### config.mk
export PLATFORM = sky130hd
export DESIGN_NAME = block_buffer_arbiter
export DESIGN_NICKNAME = d
export VERILOG_FILES = /design/src/rtl/block_buffer_arbiter.sv
export SDC_FILE = /design/constraint.sdc
export NUM_CORES = 1
export LEC_CHECK = 0
export BUFFER_PORTS_ARGS = -buffer_cell sky130_fd_sc_hd__buf_2
export CAP_MARGIN = 20
export CELL_PAD_IN_SITES_DETAIL_PLACEMENT = 0
export CELL_PAD_IN_SITES_GLOBAL_PLACEMENT = 2
export CORE_AREA = 2 2 333 335
export DETAILED_ROUTE_END_ITERATION = 7
export DIE_AREA = 0 0 335 337
export GPL_TIMING_DRIVEN = 0
export PLACE_DENSITY_LB_ADDON = 0.1
export REMOVE_ABC_BUFFERS = 1
export SYNTH_ARGS = -nofsm -noshare
export SYNTH_HDL_FRONTEND = slang
export SYNTH_SLANG_ARGS = --single-unit
### constraint.sdc
create_clock -name clk -period 3.7 [get_ports clk]
set_clock_uncertainty 0.05 [all_clocks]
set_input_delay 0.185 -clock clk [delete_from_list [all_inputs] [get_ports clk]]
set_output_delay 0.185 -clock clk [all_outputs]
set_load 0.005 [all_outputs]
### src/rtl/block_buffer_arbiter.sv
// Round-robin arbiter sharing one BlockBuffer among NUM_REQ requesters, with in-order read-response
// routing. Optional per-requester accept counters: define BLOCK_BUFFER_ARBITER_STATS_EN.
package block_buffer_arbiter_pkg;
   typedef struct packed {
      logic        valid;
      logic        is_write;
      logic [31:0] addr;
      logic [63:0] data;
      logic [2:0]  size;
   } ami_req_t;

   typedef struct packed {
      logic        valid;
      logic [63:0] data;
   } ami_resp_t;
endpackage

module block_buffer_arbiter
   import block_buffer_arbiter_pkg::*;
#(
   parameter int unsigned NUM_REQ       = 4,
   parameter int unsigned LOG_ORD_DEPTH = 3
) (
   input  logic                   clk,
   input  logic                   rst,
   input  ami_req_t               req_in            [NUM_REQ],
   output logic                   req_grant_out     [NUM_REQ],
   output ami_resp_t              resp_out          [NUM_REQ],
   input  logic                   resp_grant_in     [NUM_REQ],
   output ami_req_t               bb_req_out,
   input  logic                   bb_req_grant_in,
   input  ami_resp_t              bb_resp_in,
   output logic                   bb_resp_grant_out,
   output logic [LOG_ORD_DEPTH:0] ord_count,
   output logic                   err_orphan
`ifdef BLOCK_BUFFER_ARBITER_STATS_EN
   ,
   output logic [31:0]            stat_accept       [NUM_REQ]
`endif
);

   localparam int unsigned OrdDepth = 1 << LOG_ORD_DEPTH;
   localparam int unsigned IdxW     = (NUM_REQ > 1) ? $clog2(NUM_REQ) : 1;

   logic [IdxW-1:0]          rr_q, rr_d;
   logic [IdxW-1:0]          win, idx_c, head;
   logic                     found, accept, push, pop, empty, full;
   logic [NUM_REQ-1:0]       elig;
   logic [IdxW-1:0]          ord_mem_q [OrdDepth];
   logic [LOG_ORD_DEPTH-1:0] wr_ptr_q, rd_ptr_q;
   logic [LOG_ORD_DEPTH:0]   cnt_q, cnt_d;
   logic                     err_q, err_d;

   assign empty = (cnt_q == '0);
   assign full  = (cnt_q == (LOG_ORD_DEPTH+1)'(OrdDepth));
   assign head  = ord_mem_q[rd_ptr_q];

   // Reads need a free order slot; writes never do.
   always_comb begin
      for (int unsigned i = 0; i < NUM_REQ; i++) begin
         elig[i] = req_in[i].valid && (req_in[i].is_write || !full);
      end
   end

   always_comb begin
      found = 1'b0;
      win   = '0;
      idx_c = '0;
      for (int unsigned k = 0; k < NUM_REQ; k++) begin
         idx_c = IdxW'((32'(rr_q) + k) % NUM_REQ);
         if (!found && elig[idx_c]) begin
            found = 1'b1;
            win   = idx_c;
         end
      end
   end

   assign accept = found && bb_req_grant_in && !rst;
   assign push   = accept && !req_in[win].is_write;
   assign pop    = !rst && !empty && bb_resp_in.valid && resp_grant_in[head];

   always_comb begin
      bb_req_out = '0;
      if (found && !rst) begin
         bb_req_out = req_in[win];
      end
      for (int unsigned i = 0; i < NUM_REQ; i++) begin
         req_grant_out[i] = accept && (win == IdxW'(i));
         resp_out[i]      = '0;
         if (!rst && !empty && (head == IdxW'(i))) begin
            resp_out[i] = bb_resp_in;
         end
      end
   end

   assign bb_resp_grant_out = pop;
   assign ord_count         = cnt_q;
   assign err_orphan        = err_q;

   always_comb begin
      rr_d = rr_q;
      if (accept) begin
         rr_d = (win == IdxW'(NUM_REQ - 1)) ? '0 : win + 1'b1;
      end
      cnt_d = cnt_q;
      if (push && !pop) begin
         cnt_d = cnt_q + 1'b1;
      end else if (pop && !push) begin
         cnt_d = cnt_q - 1'b1;
      end
      err_d = err_q | (bb_resp_in.valid && empty);
   end

   always_ff @(posedge clk or posedge rst) begin
      if (rst) begin
         rr_q     <= '0;
         wr_ptr_q <= '0;
         rd_ptr_q <= '0;
         cnt_q    <= '0;
         err_q    <= 1'b0;
      end else begin
         rr_q  <= rr_d;
         cnt_q <= cnt_d;
         err_q <= err_d;
         if (push) begin
            wr_ptr_q <= wr_ptr_q + 1'b1;
         end
         if (pop) begin
            rd_ptr_q <= rd_ptr_q + 1'b1;
         end
      end
   end

   // Entries are only read while counted valid, so the storage itself needs no reset.
   always_ff @(posedge clk) begin
      if (push) begin
         ord_mem_q[wr_ptr_q] <= win;
      end
   end

`ifdef BLOCK_BUFFER_ARBITER_STATS_EN
   logic [31:0] stat_q [NUM_REQ];

   always_ff @(posedge clk or posedge rst) begin
      if (rst) begin
         for (int unsigned i = 0; i < NUM_REQ; i++) begin
            stat_q[i] <= '0;
         end
      end else if (accept && (stat_q[win] != 32'hFFFF_FFFF)) begin
         stat_q[win] <= stat_q[win] + 32'd1;
      end
   end

   assign stat_accept = stat_q;
`endif

endmodule

Word-level counts from Yosys, hierarchy flattened. Memories as Yosys holds them, arrays and structs flattened. Index checks and enable logic that the tools add are counted. W data, S select, Z words.

Reduce and logical (&&, ||, !) cells: 42. Bitwise operators: 3. Multipliers: 0. Magnitude comparators: 6. Equal/unequal tests: 7. Div/mod/pow operators: 0. Multiplexer cells: 32. Shifts and indexed selects: 0. $add $sub $neg: 8.

Operator list (number): $mux W101 (3); $mux W65 (4); $bmux W101 S2 (1); $logic_and A1 B1 Y1 (25); $lt A2 B3 Y1 const B (4); $mux W1 (12); $bmux W1 S2 (5); $mux W2 (5); $logic_not A1 Y1 (9); $eq A2 B2 Y1 const B (4); $mux W4 (2); $add A3 B1 Y3 const B (2); $ge A3 B3 Y1 const B (2); $not A2 Y3 (2); $add A2 B1 Y2 const B (2); $add A2 B2 Y2 const B (2); $add A4 B1 Y4 const B (1); $eq A2 B1 Y1 const B (2); $eq A4 B4 Y1 const B (1); $logic_not A2 Y1 (2); $logic_not A4 Y1 (1); $logic_or A1 B1 Y1 (4); $sub A4 B1 Y4 const B (1); $reduce_bool A2 Y1 (1); $or A1 B1 Y1 (1).

Memories kept: 1. Memory bits (read-only): 0. Bits in writable memories: 16. Latch bits: 0. Word-level logic and storage cells: 104. Register bits: 13. Input port bits: 476. Output and inout bits: 371.

Memories: ord_mem_q (depth 8, width 2, read ports 1, clocked after Yosys merged registers in 0, wr ports 1, RTL line 49) `logic [IdxW-1:0] ord_mem_q [OrdDepth];`.

Logic depth before layout (Yosys ltp).
Word-level depth: 26. Gate-level depth with buffers: 19. Depth with buffers taken out: 16.

Worst setup path before layout. OpenSTA, ideal clock, no wires.

Kind: reg-to-reg. Start: register cnt_q[0], in the netlist ord_count[0]. End: register cnt_q[3], in the netlist ord_count[3]. Period minus slack after synthesis: 3.691 ns. Cell stages (with the launch flop): 20. Path buffers: 3. Data arrival time: 3.516 ns. Library setup time: 0.125 ns. Required time: 3.525 ns. Setup slack: 0.009 ns. Cell sequence: dfrtp_1 > or4b_4 > o21ai_1 > a41o_1 > buf_2 > inv_2 > and2_0 > clkbuf_1 > o211ai_1 > o22a_4 > buf_6 > inv_1 > ha_1 > inv_1 > ha_1 > a21o_1 > a21oi_1 > xnor2_1 > nor2_1 > xor2_1.

Word-level cells in the longest chain between the ends: 25. Elaborated cells on any way between the ends: 54. Classes of those cells: add/sub: 2; eq/ne: 1; mux: 21; bitwise: 1; reduce/logical: 29.

RTL lines: start, declared (RTL line 51) `logic [LOG_ORD_DEPTH:0] cnt_q, cnt_d;`; start signal, assigned (RTL line 123) `cnt_q <= cnt_d;`; $eq A4 B4 Y1 (*) (RTL line 55) `assign full = (cnt_q == (LOG_ORD_DEPTH+1)'(OrdDepth));`; $logic_not A1 Y1 (*) (RTL line 61) `elig[i] = req_in[i].valid && (req_in[i].is_write || !full);`; $logic_or A1 B1 Y1 (RTL line 61); $logic_and A1 B1 Y1 (RTL line 61); $bmux W1 S2 (RTL line 71) `if (!found && elig[idx_c]) begin`; $mux W1 (not written as such) (RTL line 71); $mux W1 (RTL line 71); $logic_not A1 Y1 (RTL line 71); [... 9 more ...]; $bmux W101 S2 (RTL line 79) `assign push = accept && !req_in[win].is_write;`; $mux W101 (2 in a row); $logic_not A1 Y1 (RTL line 79); $logic_and A1 B1 Y1 (*) (RTL line 79); via push (RTL line 47) `logic found, accept, push, pop, empty, full;`; $logic_not A1 Y1 (RTL line 108) `end else if (pop && !push) begin`; $logic_and A1 B1 Y1 (RTL line 108); $reduce_bool A2 Y1 (no source line).

The timed path passes the listed nets; every way through them passes the cells marked *. The select of a mux whose other input is x is not followed. A chain may end at the register's enable or synchronous reset.

==> results_dict.tcl <==
set metrics [dict create \
    drv_slew 0 \
    synth_common_cells "and2_1, nand2_1, and3_1" \
    use_met2 0.2314 \
    cts_tree "done" \
    netlist_area_mm2 0.006934 \
    synth_ff_type "edfxtp_1" \
    ir_worst_vdd_v 0.0003150 \
    place_area_mm2 0.01278 \
    ys_types 48 \
    firstDrtPassIters 4 \
    avgRoutedWirePerCell_um 23.32 \
    vias 10890 \
    fp.dieW_um 335 \
    critPathLaunchType "register" \
    cp_max_fo 7 \
    clock_latency_ns 0.27 \
    critPathKind "reg -> out" \
    max_stage_delay_ns 0.60 \
    setup_tns_ns 0 \
    die-height_um 337 \
    fmax_ghz 0.2725 \
    track_usage 0.1194 \
    drive_gt1_frac 0.5526 \
    port_buffers 846 \
    maxCapViolCount 0 \
    p_per_area_mw_per_mm2 585.8 \
    die_area_mm2 0.1129 \
    ant_nets 0 \
    hold_class "in -> reg" \
    cts_max_level 2 \
    worstSetupEndpointType "output port" \
    synth_edf_count 16 \
    cts.clk_slew.worst_paths_ns 0.05 \
    rows 122 \
    worst_path_max_delay_cell "or4b_4" \
    yosysTopAreaCell "and2_1" \
    avgViaCountPerCell 3.329 \
    p_leak_nw 7.603 \
    maxSlewHeadroom 0.5025 \
    yosysMostFrequentCell "and2_1" \
    clock-root-buffer "clkbuf_16" \
    tightest_slew_ns 0.7445 \
    whs_ns 0.1228 \
    cts.hold.buffers_added 0 \
    grt_pass1_wl_um 94700 \
    grt.busiest_layer "met2" \
    cts.path.max_buffers 2 \
    final_core_util 0.1295 \
    ys_seq_area_frac 0.1162 \
    async_flop_share 0.4483 \
    cp_data_required_time_ns 3.46 \
    finalCritPeriodShare 0.9916 \
    stdcell_area_mm2 0.01420 \
    drt-initial-drc-count 294 \
    min_period_ns 3.669 \
    place.gp.congestion 0.7408 \
    first_global_vias 11090 \
    synthCells 990 \
    netlist.area_leader.share 0.2319 \
    place_ws_ns -0.8765 \
    clkSinkCount 29 \
    final_nets 2311 \
    totalWireLength_um 76320 \
    rsz0062_at_grt "yes" \
    antenna_found_initial 92 \
    status "complete, no violations" \
    synthTopCellsByArea "and2_1, mux2i_1, nand2_1, a211oi_1, and3_1" \
    initial_core_util 0.06327 \
    ios 847 \
    cts_buffers 5 \
    worst_slack_ns 0.03091 \
    grt_max_degree 67 \
    grt_overflow 0 \
    worstPathArrival_ns 3.43 \
    grt_use_met3 0.04779 \
    setup_viol 0 \
    syn2layout_area_growth_pct 104.8 \
    dp_hpwl_um 55120 \
    met1_usage 0.1209 \
    synth_area_per_cell_um2 7.004 \
    finalHoldViolCount 0 \
    drc 0 \
    core_mm2 0.1096 \
    crit_path_cell_trace "or4b_4 > buf_6 > o21ai_4 > o32a_1 > and3_4 > buf_8 > buf_4 > clkbuf_16 > nand2_1 > and3_1 > a211oi_1 > buf_2" \
    synth.ff_latch_count 29 \
    synth-warning-count 0 \
]
-- routing by layer --
layer,vias up,wire (um)
met1,4952,26850
li1,5114,-
met4,64,1269
met5,-,424
met2,614,40700
met3,150,7076
-- final timing paths --
path	startpoint	end	slack (ns)	cells past startpoint
min in group asynchronous	rst	err_orphan$_DFF_PP0_	0.14	2
max in group asynchronous	rst	rd_ptr_q[0]$_DFFE_PP0P_	3.03	2
max	ord_count[1]$_DFFE_PP0P_	bb_req_out[67]	0.03	12
max reg2reg	ord_count[1]$_DFFE_PP0P_	ord_count[3]$_DFFE_PP0P_	0.05	16
min reg2reg	err_orphan$_DFF_PP0_	err_orphan$_DFF_PP0_	0.40	1
min	bb_resp_in[64]	err_orphan$_DFF_PP0_	0.12	2
-- worst max-delay path, delay by kind of cell (launching register included) --
family,cells,cell delay (ns)
AOI/OAI and AO/OA,3,0.64
buffers and inverters,5,0.89
DFF,1,0.44
and+or+nand+nor,4,1.17
-- sequential cells by signal (all words and copies together) (netlist names) --
name / flops
err_orphan: 1
ord_count: 4
ord_mem_q: 16
rd_ptr_q: 3
rr_q: 2
wr_ptr_q: 3
-- cell usage in the layout, fill, tap and decap left out, types with 11 or more instances in the layout --
master,count
edfxtp_1,16
a211oi_2,35
and2_1,256
clkbuf_16,12
buf_4,54
a211oi_1,65
and3_1,104
buf_2,830
diode_2,20
nand2_1,208
mux2i_1,100
buf_16,11
-- power by group --
part	total, mW	internal [mW]	switching [mW]
registers	0.585	0.451	0.134
logic	7.34	3.26	4.08
clock network	0.389	0.246	0.143
total	8.32	3.96	4.36
-- logic make-up (layout without fill, tap and decap cells) --
kind of cell,count (synthesis),count (layout),synth area share
simple gates,600,602,0.4708
compound gates,125,127,0.1359
mux,110,110,0.1691
buf+inv,108,940,0.07885
flops,29,29,0.1162
fa+ha+maj,10,10,0.01913
xor+xnor,8,8,0.01011
other cells,0,20,0
-- per-stage QoR --
step,std cells,power [mW]
floorplan,893,3.645
global route,3261,9.080
CTS,3216,7.715
global placement,3165,6.327
detailed placement,3176,6.551
finish,3272,8.318
-- cell type report --
cell class                 count  area [um2]
clock buffer                   5       125.1
timing repair buffer         918        5350
multi-input combinational    857        5933
sequential                    29       809.5
antenna                       20       50.05
tap                         1426        1784
timing repair inverter         3       42.54
inverter                      11       86.33
clock inverter                 3       17.52
fill                       12850       95400
-- timing repair --
action                                  CTS  global route
gates cloned                             10            13
pin swaps                                12            13
endpoints found under the setup margin   86           137
resized for setup                        33            71
setup buffers                            22            23
No activity file was read; power rests on OpenSTA's default activity.
